--- config.mk ---
export PLATFORM = sky130hd
export DESIGN_NAME = wide_add_seq
export DESIGN_NICKNAME = d
export VERILOG_FILES = /design/src/rtl/wide_add_pkg.sv /design/src/rtl/add_slice.sv /design/src/rtl/wide_add_seq.sv
export SDC_FILE = /design/constraint.sdc
export NUM_CORES = 1
export LEC_CHECK = 0
export CORE_MARGIN = 4
export CORE_UTILIZATION = 40
export DETAILED_ROUTE_END_ITERATION = 10
export MAX_ROUTING_LAYER = met4
export SYNTH_ARGS = -nofsm -noshare
export SYNTH_HDL_FRONTEND = slang
export SYNTH_SLANG_ARGS = --single-unit
--- constraint.sdc ---
create_clock -name clk -period 4.85 [get_ports clk]
set_input_delay 0.97 -clock clk [delete_from_list [all_inputs] [get_ports clk]]
set_output_delay 0.97 -clock clk [all_outputs]
set_load 0.01 [all_outputs]
--- src/rtl/wide_add_pkg.sv ---
// Shared types and default sizing for the chunked wide adder.
package wide_add_pkg;

  typedef enum logic [1:0] {
    IDLE = 2'd0,
    RUN  = 2'd1,
    DONE = 2'd2
  } state_t;

  localparam int CHUNK_W_DEF = 10;
  localparam int CHUNKS_DEF  = 4;

endpackage

--- src/rtl/add_slice.sv ---
// Narrow combinational adder slice; the controller time-multiplexes it across chunks.
module add_slice #(
  parameter int CHUNK_W = 10
) (
  input  logic [CHUNK_W-1:0] x,
  input  logic [CHUNK_W-1:0] y,
  input  logic               ci,
  output logic [CHUNK_W-1:0] s,
  output logic               co
);

  assign {co, s} = {1'b0, x} + {1'b0, y} + {{CHUNK_W{1'b0}}, ci};

endmodule

--- src/rtl/wide_add_seq.sv ---
// Wide adder built by stepping one CHUNK_W-bit slice over CHUNKS chunks, with valid/ready on both sides.
// Define WIDE_ADD_SUB_EN to add the sub input (a-b) and the signed-overflow output ovf.
module wide_add_seq
  import wide_add_pkg::*;
#(
  parameter int CHUNK_W = CHUNK_W_DEF,
  parameter int CHUNKS  = CHUNKS_DEF
) (
  input  logic                        clk,
  input  logic                        rst,
  input  logic                        in_valid,
  output logic                        in_ready,
  input  logic [CHUNK_W*CHUNKS-1:0]   a,
  input  logic [CHUNK_W*CHUNKS-1:0]   b,
  input  logic                        cin,
`ifdef WIDE_ADD_SUB_EN
  input  logic                        sub,
`endif
  output logic                        out_valid,
  input  logic                        out_ready,
  output logic [CHUNK_W*CHUNKS-1:0]   sum,
  output logic                        cout
`ifdef WIDE_ADD_SUB_EN
  ,
  output logic                        ovf
`endif
);

  localparam int N     = CHUNK_W * CHUNKS;
  localparam int IDX_W = (CHUNKS > 1) ? $clog2(CHUNKS) : 1;
  localparam logic [IDX_W-1:0] LAST_IDX = IDX_W'(CHUNKS - 1);

  state_t             state;
  logic [N-1:0]       a_r;
  logic [N-1:0]       b_r;
  logic [N-1:0]       sum_r;
  logic [IDX_W-1:0]   idx;
  logic               carry;
  logic               in_ready_r;
  logic               out_valid_r;
  logic [31:0]        base;
  logic [CHUNK_W-1:0] slice_x;
  logic [CHUNK_W-1:0] slice_y;
  logic [CHUNK_W-1:0] slice_s;
  logic               slice_co;
`ifdef WIDE_ADD_SUB_EN
  logic               ovf_r;
`endif

  // The current chunk of both operands is routed into the single shared slice.
  assign base    = 32'(idx) * 32'(CHUNK_W);
  assign slice_x = a_r[base +: CHUNK_W];
  assign slice_y = b_r[base +: CHUNK_W];

  add_slice #(.CHUNK_W(CHUNK_W)) u_slice (
    .x  (slice_x),
    .y  (slice_y),
    .ci (carry),
    .s  (slice_s),
    .co (slice_co)
  );

  always_ff @(posedge clk or posedge rst) begin
    if (rst) begin
      state       <= IDLE;
      a_r         <= '0;
      b_r         <= '0;
      sum_r       <= '0;
      idx         <= '0;
      carry       <= 1'b0;
      in_ready_r  <= 1'b1;
      out_valid_r <= 1'b0;
`ifdef WIDE_ADD_SUB_EN
      ovf_r       <= 1'b0;
`endif
    end else begin
      case (state)
        IDLE: begin
          if (in_valid) begin
            a_r        <= a;
            idx        <= '0;
            in_ready_r <= 1'b0;
            state      <= RUN;
`ifdef WIDE_ADD_SUB_EN
            ovf_r      <= 1'b0;
            // Subtraction is a + ~b + 1, so cin is deliberately ignored here.
            if (sub) begin
              b_r   <= ~b;
              carry <= 1'b1;
            end else begin
              b_r   <= b;
              carry <= cin;
            end
`else
            b_r        <= b;
            carry      <= cin;
`endif
          end
        end
        RUN: begin
          sum_r[base +: CHUNK_W] <= slice_s;
          carry                  <= slice_co;
          if (idx == LAST_IDX) begin
            idx         <= '0;
            out_valid_r <= 1'b1;
            state       <= DONE;
`ifdef WIDE_ADD_SUB_EN
            // The top sum bit is only known this cycle, so use the slice output directly.
            ovf_r <= (a_r[N-1] == b_r[N-1]) && (slice_s[CHUNK_W-1] != a_r[N-1]);
`endif
          end else begin
            idx <= idx + 1'b1;
          end
        end
        DONE: begin
          if (out_ready) begin
            out_valid_r <= 1'b0;
            in_ready_r  <= 1'b1;
            state       <= IDLE;
          end
        end
        default: begin
          state <= IDLE;
        end
      endcase
    end
  end

  assign in_ready  = in_ready_r;
  assign out_valid = out_valid_r;
  assign sum       = sum_r;
  assign cout      = carry;
`ifdef WIDE_ADD_SUB_EN
  assign ovf       = ovf_r;
`endif

endmodule

==> flow_metrics.tcl <==
set metrics [dict create \
    hold_class "reg2reg" \
    htree_levels 4 \
    grt_overflow 0 \
    ys_warn_count 0 \
    cts_setup_buffers 0 \
    startpoint_type "flip-flop" \
    antenna_found_initial 0 \
    setup_violations 0 \
    worstMarginPinSlew_ns 0.897 \
    ys_types 62 \
    ys.flop_type "dfrtp_1" \
    async_flop_share 1.00 \
    hold_buffers 0 \
    status "finished clean" \
    num-nets-final 923 \
    fmax_ghz 0.259 \
    rsz0062_at_grt "no" \
    synth-seq-area-share 0.490 \
    avgSynthCellArea_um2 9.18 \
    drive_gt1_frac 0.103 \
    ys_ff_latch 127 \
    yosysTopAreaCell "dfrtp_1" \
    finalWirelength_um 18100 \
    die_h_um 135 \
    syn_to_final_growth_pct 31.0 \
    dr.pass1.iters 6 \
    drt_iter0_drc 451 \
    required_ns 5.19 \
    final_cell_area_um2 8500 \
    numCtsBuffers 17 \
    place_ws_ns 0.992 \
    crit_arrival_ns 4.20 \
    clock_skew_ns 0.00774 \
    pin_count 128 \
    cts_tree "yes" \
    max_slew_margin 0.396 \
    cp_num_buf_inv 0 \
    die-area_um2 18300 \
    clock_path_buffers 2 \
    cts-resized-gates 0 \
    dpl.hpwl_um 13600 \
    cts-root-buf "clkbuf_16" \
    route.detailed.drc 0 \
    slowest_stage "dfrtp_2" \
    clock_latency_ns 0.42 \
    num_rows 46 \
    core-area_um2 15900 \
    cp_cell_sequence "mux4_2, fa_1, fa_1, a211oi_2, o21a_2, xnor2_1, a211oi_4, mux2i_2, o21ai_1" \
    grt_usage 0.213 \
    hold_path_depth 2 \
    clkTransAtPathRegs_ns 0.06 \
    slowest_delay_ns 0.69 \
    yosysTopAreaCellShare 0.486 \
    chipWidth_um 135 \
    start_util 0.409 \
    drv_cap 0 \
    path_depth 9 \
    antenna_cells 0 \
    crit_top_cell "fa_1" \
    syn_nets 809 \
    place_congestion 0.961 \
    synthCells 707 \
    rr_worst_depth 9 \
    endpoint_kind "flip-flop" \
    cp_max_fo 16 \
    cts_sinks 127 \
    synth_edf_count 0 \
    crit_family "compound AO/OA/AOI/OAI gates" \
    vias 5477 \
    syn-cell-area_um2 6490 \
    grt_pass1_wl_um 29800 \
    slew_violations 0 \
    via_per_inst 5.22 \
    portBuffers 127 \
    finalCritPeriodShare 0.796 \
    worstSetupPathType "reg2reg" \
    finalHoldViolCount 0 \
    grt_max_degree 128 \
    synthTopCellsByArea "dfrtp_1 (49%), nand2_1 (17%), mux4_2 (6.9%), ha_1 (2.9%), clkbuf_1 (1.9%)" \
    wire_per_inst_um 17.2 \
    setup_tns_ns 0 \
    fin_ws_ns 0.988 \
    placed_area_um2 7960 \
    post-route-min-period_ns 3.86 \
    ant_nets 0 \
    grt_pass1_vias 5629 \
]
-- layer usage --
layer  up-vias  part of all wire  track usage
met1      2640              0.45        0.278
met2       171              0.49        0.343
met3        30             0.042       0.0360
met5         -                 0            -
met4         0             0.021       0.0666
li1       2636                 -            -
-- state kept, by name (all words and copies together) (netlist names) --
name and cells:
sum 40, a_r 40, cout 1, out_valid 1, b_r 40, idx 2
state 2, in_ready 1
-- tightest hold or removal path: stages (launching register included) --
cell and delay, ns:
dfrtp_1 0.34, nand2_1 0.05, nand2_1 0.05
-- path summary, 6_finish.rpt --
check                        start  endpoint  slack [ns]
min in group asynchronous      rst   sum[27]        1.05
hold reg to reg            a_r[12]   a_r[12]        0.47
setup reg to reg            idx[0]   sum[34]        0.99
setup / recovery            idx[0]   sum[34]        0.99
hold / removal             a_r[12]   a_r[12]        0.47
max in group asynchronous      rst   sum[25]        3.24
-- synth_stat cells, drive strengths merged, types with 2 or more instances --
master  number
nor3         8
inv          9
a31oi        7
a211o        2
a21oi       23
nor2b        4
and3         3
nand3        8
nand2b       5
o221ai       6
and2         3
nand2      301
mux2         3
nand4        3
o22ai        2
a32oi        4
buf          9
a22oi        4
fa           2
clkbuf      32
a22o         3
mux4        20
xnor2        3
a21o         4
nor4         2
a211oi       7
o211ai       8
dfrtp      126
o31ai        4
xor2         3
o21a         2
or4          3
o21ai       31
ha          15
nor2        21
mux2i        4
or2          2
-- cell usage in the layout (no fill, tap or decap), types with 4 or more instances in the layout --
master / n
clkinvlp_4: 7
a21oi_1: 22
inv_1: 8
nor2b_1: 4
nor2_1: 20
a22oi_1: 4
mux4_2: 20
ha_1: 15
nand2b_1: 5
a31oi_1: 5
clkdlybuf4s50_1: 127
dfrtp_1: 125
o211ai_1: 6
buf_4: 8
nand2_1: 301
o221ai_1: 6
clkbuf_16: 17
nor3_1: 8
o31ai_1: 4
a32oi_1: 4
inv_6: 4
o21ai_0: 21
o21ai_1: 8
a21o_1: 4
nand3_1: 8
-- final cells by class --
class,count,area (um^2)
Fill cell,1450,7380
Sequential cell,127,3180
Multi-Input combinational cell,529,3120
Timing Repair Buffer,136,1350
Clock buffer,17,425
Tap cell,216,270
Clock inverter,15,115
Inverter,10,40.0
-- through the flow --
| stage | utilization | hold slack (ns) | std cells |
|---|---|---|---|
| 2_1_floorplan | - | 0.440 | 707 |
| 3_3_place_gp | 0.501 | 0.454 | 1018 |
| 3_5_place_dp | 0.501 | 0.461 | 1018 |
| 4_1_cts | 0.535 | 0.475 | 1050 |
| 5_1_grt | 0.535 | 0.491 | 1050 |
| 6_report | 0.535 | 0.472 | 1050 |
-- cells by family after synthesis --
group,count (synthesis),share of synthesized area
and+or+nand+nor,365,0.226
muxes,27,0.0819
adders and majority gates,17,0.0351
AOI/OAI and AO/OA,114,0.128
buffers and inverters,51,0.0307
DFF,127,0.490
xor gates and xnor gates,6,0.00926
Power is left out: the tool's default activity adds up to more than one toggle a clock period on the data nets, which glitch-free logic cannot reach.
